### config.mk
export PLATFORM = sky130hd
export DESIGN_NAME = piso_serializer
export DESIGN_NICKNAME = d
export VERILOG_FILES = /design/src/rtl/piso_serializer.sv
export SDC_FILE = /design/constraint.sdc
export NUM_CORES = 1
export LEC_CHECK = 0
export CAP_MARGIN = 20
export CORE_AREA = 2 2 39 41
export CTS_CLUSTER_DIAMETER = 120
export DETAILED_ROUTE_END_ITERATION = 10
export DIE_AREA = 0 0 41 43
export GPL_TIMING_DRIVEN = 0
export PLACE_DENSITY_LB_ADDON = 0.1
export RECOVER_POWER = 100
export SLEW_MARGIN = 15
export SYNTH_ARGS = -nofsm -noshare
export SYNTH_HDL_FRONTEND = slang
export SYNTH_SLANG_ARGS = --single-unit
### constraint.sdc
create_clock -name clk -period 3.8 [get_ports clk]
set_clock_uncertainty 0.15 [all_clocks]
set_input_delay 0.95 -clock clk [delete_from_list [all_inputs] [get_ports clk]]
set_output_delay 0.95 -clock clk [all_outputs]
set_load 0.01 [all_outputs]
### src/rtl/piso_serializer.sv
// Parallel-in serial-out transmitter: valid/ready word load, MSB-first serial output gated by out_en.
// Optional even-parity trailer bit when the PISO_PARITY_EN macro is defined.
module piso_serializer #(
  parameter int WIDTH = 4
) (
  input  logic             clk,
  input  logic             rst,
  input  logic [WIDTH-1:0] load_data,
  input  logic             load_valid,
  output logic             load_ready,
  input  logic             out_en,
  output logic             ser_out,
  output logic             ser_frame,
  output logic             ser_last
);

  localparam int CNT_W = (WIDTH > 1) ? $clog2(WIDTH) : 1;

  typedef enum logic [1:0] {
    IDLE  = 2'd0,
    SHIFT = 2'd1,
    PAR   = 2'd2
  } state_t;

  state_t           r_state;
  logic [WIDTH-1:0] r_sreg;
  logic [CNT_W-1:0] r_cnt;
  logic             w_accept;
  logic             w_cnt_zero;
`ifdef PISO_PARITY_EN
  logic             r_par;
`endif

  assign w_cnt_zero = (r_cnt == '0);

`ifdef PISO_PARITY_EN
  assign load_ready = (r_state == IDLE) | (r_state == PAR);
`else
  // The last data cycle doubles as the load slot so frames run back to back.
  assign load_ready = (r_state == IDLE) | ((r_state == SHIFT) & w_cnt_zero);
`endif

  assign w_accept = load_valid & load_ready;

  always_ff @(posedge clk) begin
    if (rst) begin
      r_state <= IDLE;
      r_sreg  <= '0;
      r_cnt   <= '0;
`ifdef PISO_PARITY_EN
      r_par   <= 1'b0;
`endif
    end else begin
      case (r_state)
        SHIFT: begin
          r_sreg <= r_sreg << 1;
          if (w_cnt_zero) begin
`ifdef PISO_PARITY_EN
            r_state <= PAR;
`else
            r_state <= IDLE;
`endif
          end else begin
            r_cnt <= r_cnt - 1'b1;
          end
        end
`ifdef PISO_PARITY_EN
        PAR: r_state <= IDLE;
`endif
        default: ;
      endcase
      // A new word overrides whatever the frame logic above decided.
      if (w_accept) begin
        r_sreg  <= load_data;
        r_cnt   <= CNT_W'(WIDTH - 1);
        r_state <= SHIFT;
`ifdef PISO_PARITY_EN
        r_par   <= ^load_data;
`endif
      end
    end
  end

  always_comb begin
    ser_out   = 1'b0;
    ser_frame = 1'b0;
    ser_last  = 1'b0;
    case (r_state)
      SHIFT: begin
        ser_frame = 1'b1;
        ser_out   = r_sreg[WIDTH-1] & out_en;
`ifndef PISO_PARITY_EN
        ser_last  = w_cnt_zero;
`endif
      end
`ifdef PISO_PARITY_EN
      PAR: begin
        ser_frame = 1'b1;
        ser_out   = r_par & out_en;
        ser_last  = 1'b1;
      end
`endif
      default: ;
    endcase
  end

endmodule

==> run_results.csv <==
group,metric,value,unit
pwr,ir_drop,0.000238,V
clocking,root_buffer,"clkbuf_4",
clocking,post_cts_buffers,0,
floorplanning,start_util,0.261,
synthesis,synth-seq-cells,7,
clocking,cts_buffers,3,
job,cap_violations,0,
route,drt_wl_total,783,µm
clocking,htreeDepth,1,
worst_setup_path,slowest_delay,0.59,ns
final_layout,nets,67,
floorplanning,die_height,43,µm
worst_hold_path,hold_path_depth,1,
floorplanning,die-area,1760,µm²
placed_design,gp_congestion,0.626,
worst_setup_path,crit_arrival,2.15,ns
worst_setup_path,slowest_stage,"dlygate4sd3_1",
global_route,track_usage,0.0966,
synthesis,synth_area_per_cell,8.41,µm²
timing,slew_violations,0,
timing,rsz0062_at_grt,"false",
status,status,"finished clean",
global_route,grt-busiest-layer,"met2",
synthesis,synth_top_area_frac,0.388,
synthesis,syn_inst,43,
final_layout,drive_gt1_frac,0.175,
worst_setup_path,timing.rr.start,"r_cnt[0]$_SDFFE_PP0P_",
global_route,antenna_found_initial,0,
route,drc,0,
timing,period_minus_slack,3.25,ns
final_layout,synthToLayoutAreaGrowth,39.8,%
timing,tightest_slew,0.278,ns
timing,finalSetupViolCount,0,
worst_setup_path,cp-startpoint,"out_en",
worst_setup_path,crit_type,"input pin to output port",
global_route,use_met1,0.117,
timing,timing.final.crit_share,0.856,
global_route,overflow,0,
clocking,cts_tree,"yes",
synthesis,seq_area_frac_synth,0.388,
worst_setup_path,path_cells,"clkdlybuf4s50_1 > and3_2 > dlygate4sd3_1",
floorplanning,coreArea,1380,µm²
route,vias,348,
synthesis,synth_area_leader_cell,"dfxtp_1",
synthesis,synth.area.top_cells,"dfxtp_1 (39%), o221a_2 (9.3%), inv_1 (6.2%)",
worst_setup_path,critical_path.top_delay_family,"buffers and inverters",
floorplanning,io_pins,12,
route,vias_per_cell,4.77,
clocking,cts-resized-gates,0,
pwr,p_leak,0.227,nW
floorplanning,die_x,41,µm
worst_setup_path,worstRegToRegCells,5,
clocking,hold_buffers,0,
worst_setup_path,crit_buf_inv,2,
pwr,power.density,386,nW/µm²
clocking,path_clk_slew,0.05,ns
clocking,clock_latency,0.25,ns
worst_hold_path,worstHoldStart,"r_cnt[0]$_SDFFE_PP0P_",
global_route,met3_usage,0.0628,
final_layout,diodes,0,
timing,setup_tns,0,ns
route,drt-wirelength-per-cell,10.7,µm
timing,slew-limit-headroom,0.814,
placed_design,dp_hpwl,515,µm
worst_hold_path,hold_class,"flip-flop to flip-flop",
route,drt_iter0_markers,9,
floorplanning,fp-row-count,14,
synthesis,synth_nets,52,
clocking,cts_buffer_depth,2,
clocking,cts_sinks,7,
route,drtAntennaViolNets,0,
timing,hold_slack,0.326,ns
global_route,grt_start_max_net_pins,11,
synthesis,synthesis.area,362,µm²
global_route,met2_usage,0.141,
worst_setup_path,cp.depth,3,
global_route,grt_pass1_wl,1120,µm
worst_setup_path,required,2.70,ns
synthesis,yosys.cell_types.count,18,
worst_setup_path,crit_path_max_fanout,1,
worst_setup_path,endpoint_kind,"output port",
timing,finalHoldViolCount,0,
route,drtPass1Iterations,4,
placed_design,port_buffers,10,
worst_setup_path,startpoint_type,"input pin",
synthesis,yosysWarnings,0,
global_route,grt_pass1_vias,271,
timing,max_freq,0.307,GHz
-- per-layer routing --
| metal | vias up | part of all wire |
|---|---|---|
| li1 | 178 | - |
| met1 | 156 | 0.46 |
| met2 | 14 | 0.45 |
| met3 | 0 | 0.082 |
| met4 | 0 | 0 |
| met5 | - | 0 |
-- flip-flops by register name (all words and copies together), names as in the netlist --
name     flops
r_sreg       4
r_cnt        2
r_state      1
-- placed cells by master, fill, tap and decap left out --
| cell type | count |
|---|---|
| a211oi_1 | 2 |
| a21oi_1 | 3 |
| a31oi_1 | 3 |
| and2_2 | 1 |
| and2b_1 | 1 |
| and3_2 | 1 |
| buf_6 | 1 |
| clkbuf_1 | 1 |
| clkbuf_2 | 1 |
| clkbuf_4 | 3 |
| clkdlybuf4s50_1 | 6 |
| dfxtp_1 | 7 |
| dlygate4sd3_1 | 4 |
| ha_1 | 1 |
| inv_1 | 6 |
| mux2i_1 | 1 |
| nand2_1 | 2 |
| nand3_1 | 1 |
| nor2_1 | 6 |
| nor3_1 | 2 |
| o21a_1 | 1 |
| o221a_2 | 3 |
-- through the flow --
stage / power, W / util / std cells / setup slack (ns) / area, µm²
3_3_place_gp: 0.000130 / 0.348 / 69 / 0.615 / 482
4_1_cts: 0.000199 / 0.367 / 73 / 0.610 / 508
3_5_place_dp: 0.000130 / 0.348 / 69 / 0.616 / 482
6_report: 0.000195 / 0.365 / 73 / 0.547 / 505
2_1_floorplan: 0.000113 / - / 43 / 1.54 / 362
5_1_grt: 0.000208 / 0.365 / 73 / 0.520 / 505
-- synthesized netlist by cell type --
cell and count:
dfxtp_1 7, inv_1 6, nor2_1 6, a21oi_1 3
a31oi_1 3, o221a_2 3, a211oi_1 2, nand2_1 2
nor3_1 2, and2_2 1, and2b_4 1, and3_2 1
buf_6 1, clkbuf_2 1, ha_1 1, mux2i_1 1
nand3_1 1, o21a_1 1
-- path summary, 6_finish.rpt --
| kind | to | slack [ns] |
|---|---|---|
| min | r_cnt[0]$_SDFFE_PP0P_ | 0.33 |
| max | ser_out | 0.55 |
| min reg2reg | r_cnt[0]$_SDFFE_PP0P_ | 0.33 |
| max reg2reg | r_cnt[0]$_SDFFE_PP0P_ | 2.30 |
-- layout make-up --
cell class | count | area (µm²)
Multi-Input combinational cell | 28 | 180
Sequential cell | 7 | 140
Clock buffer | 4 | 26.3
Timing Repair Buffer | 10 | 100
Inverter | 6 | 22.5
Fill cell | 156 | 878
Tap cell | 16 | 20.0
Buffer | 2 | 16.3
-- where the power goes --
group / total [W] / switching [W] / internal (W)
logic: 0.0000413 / 0.0000186 / 0.0000227
clock network: 0.0000684 / 0.0000283 / 0.0000401
registers: 0.0000855 / 0.00000489 / 0.0000806
-- cell families (layout without fill, tap and decap cells) --
family | count (synthesis) | in the layout | synth area share
AOI/OAI and AO/OA | 12 | 12 | 0.249
adders and majority gates | 1 | 1 | 0.0346
buffers and inverters | 8 | 22 | 0.107
muxes | 1 | 1 | 0.0277
DFF | 7 | 7 | 0.388
and+or+nand+nor | 14 | 14 | 0.194
No activity file was read; power rests on OpenSTA's default activity.
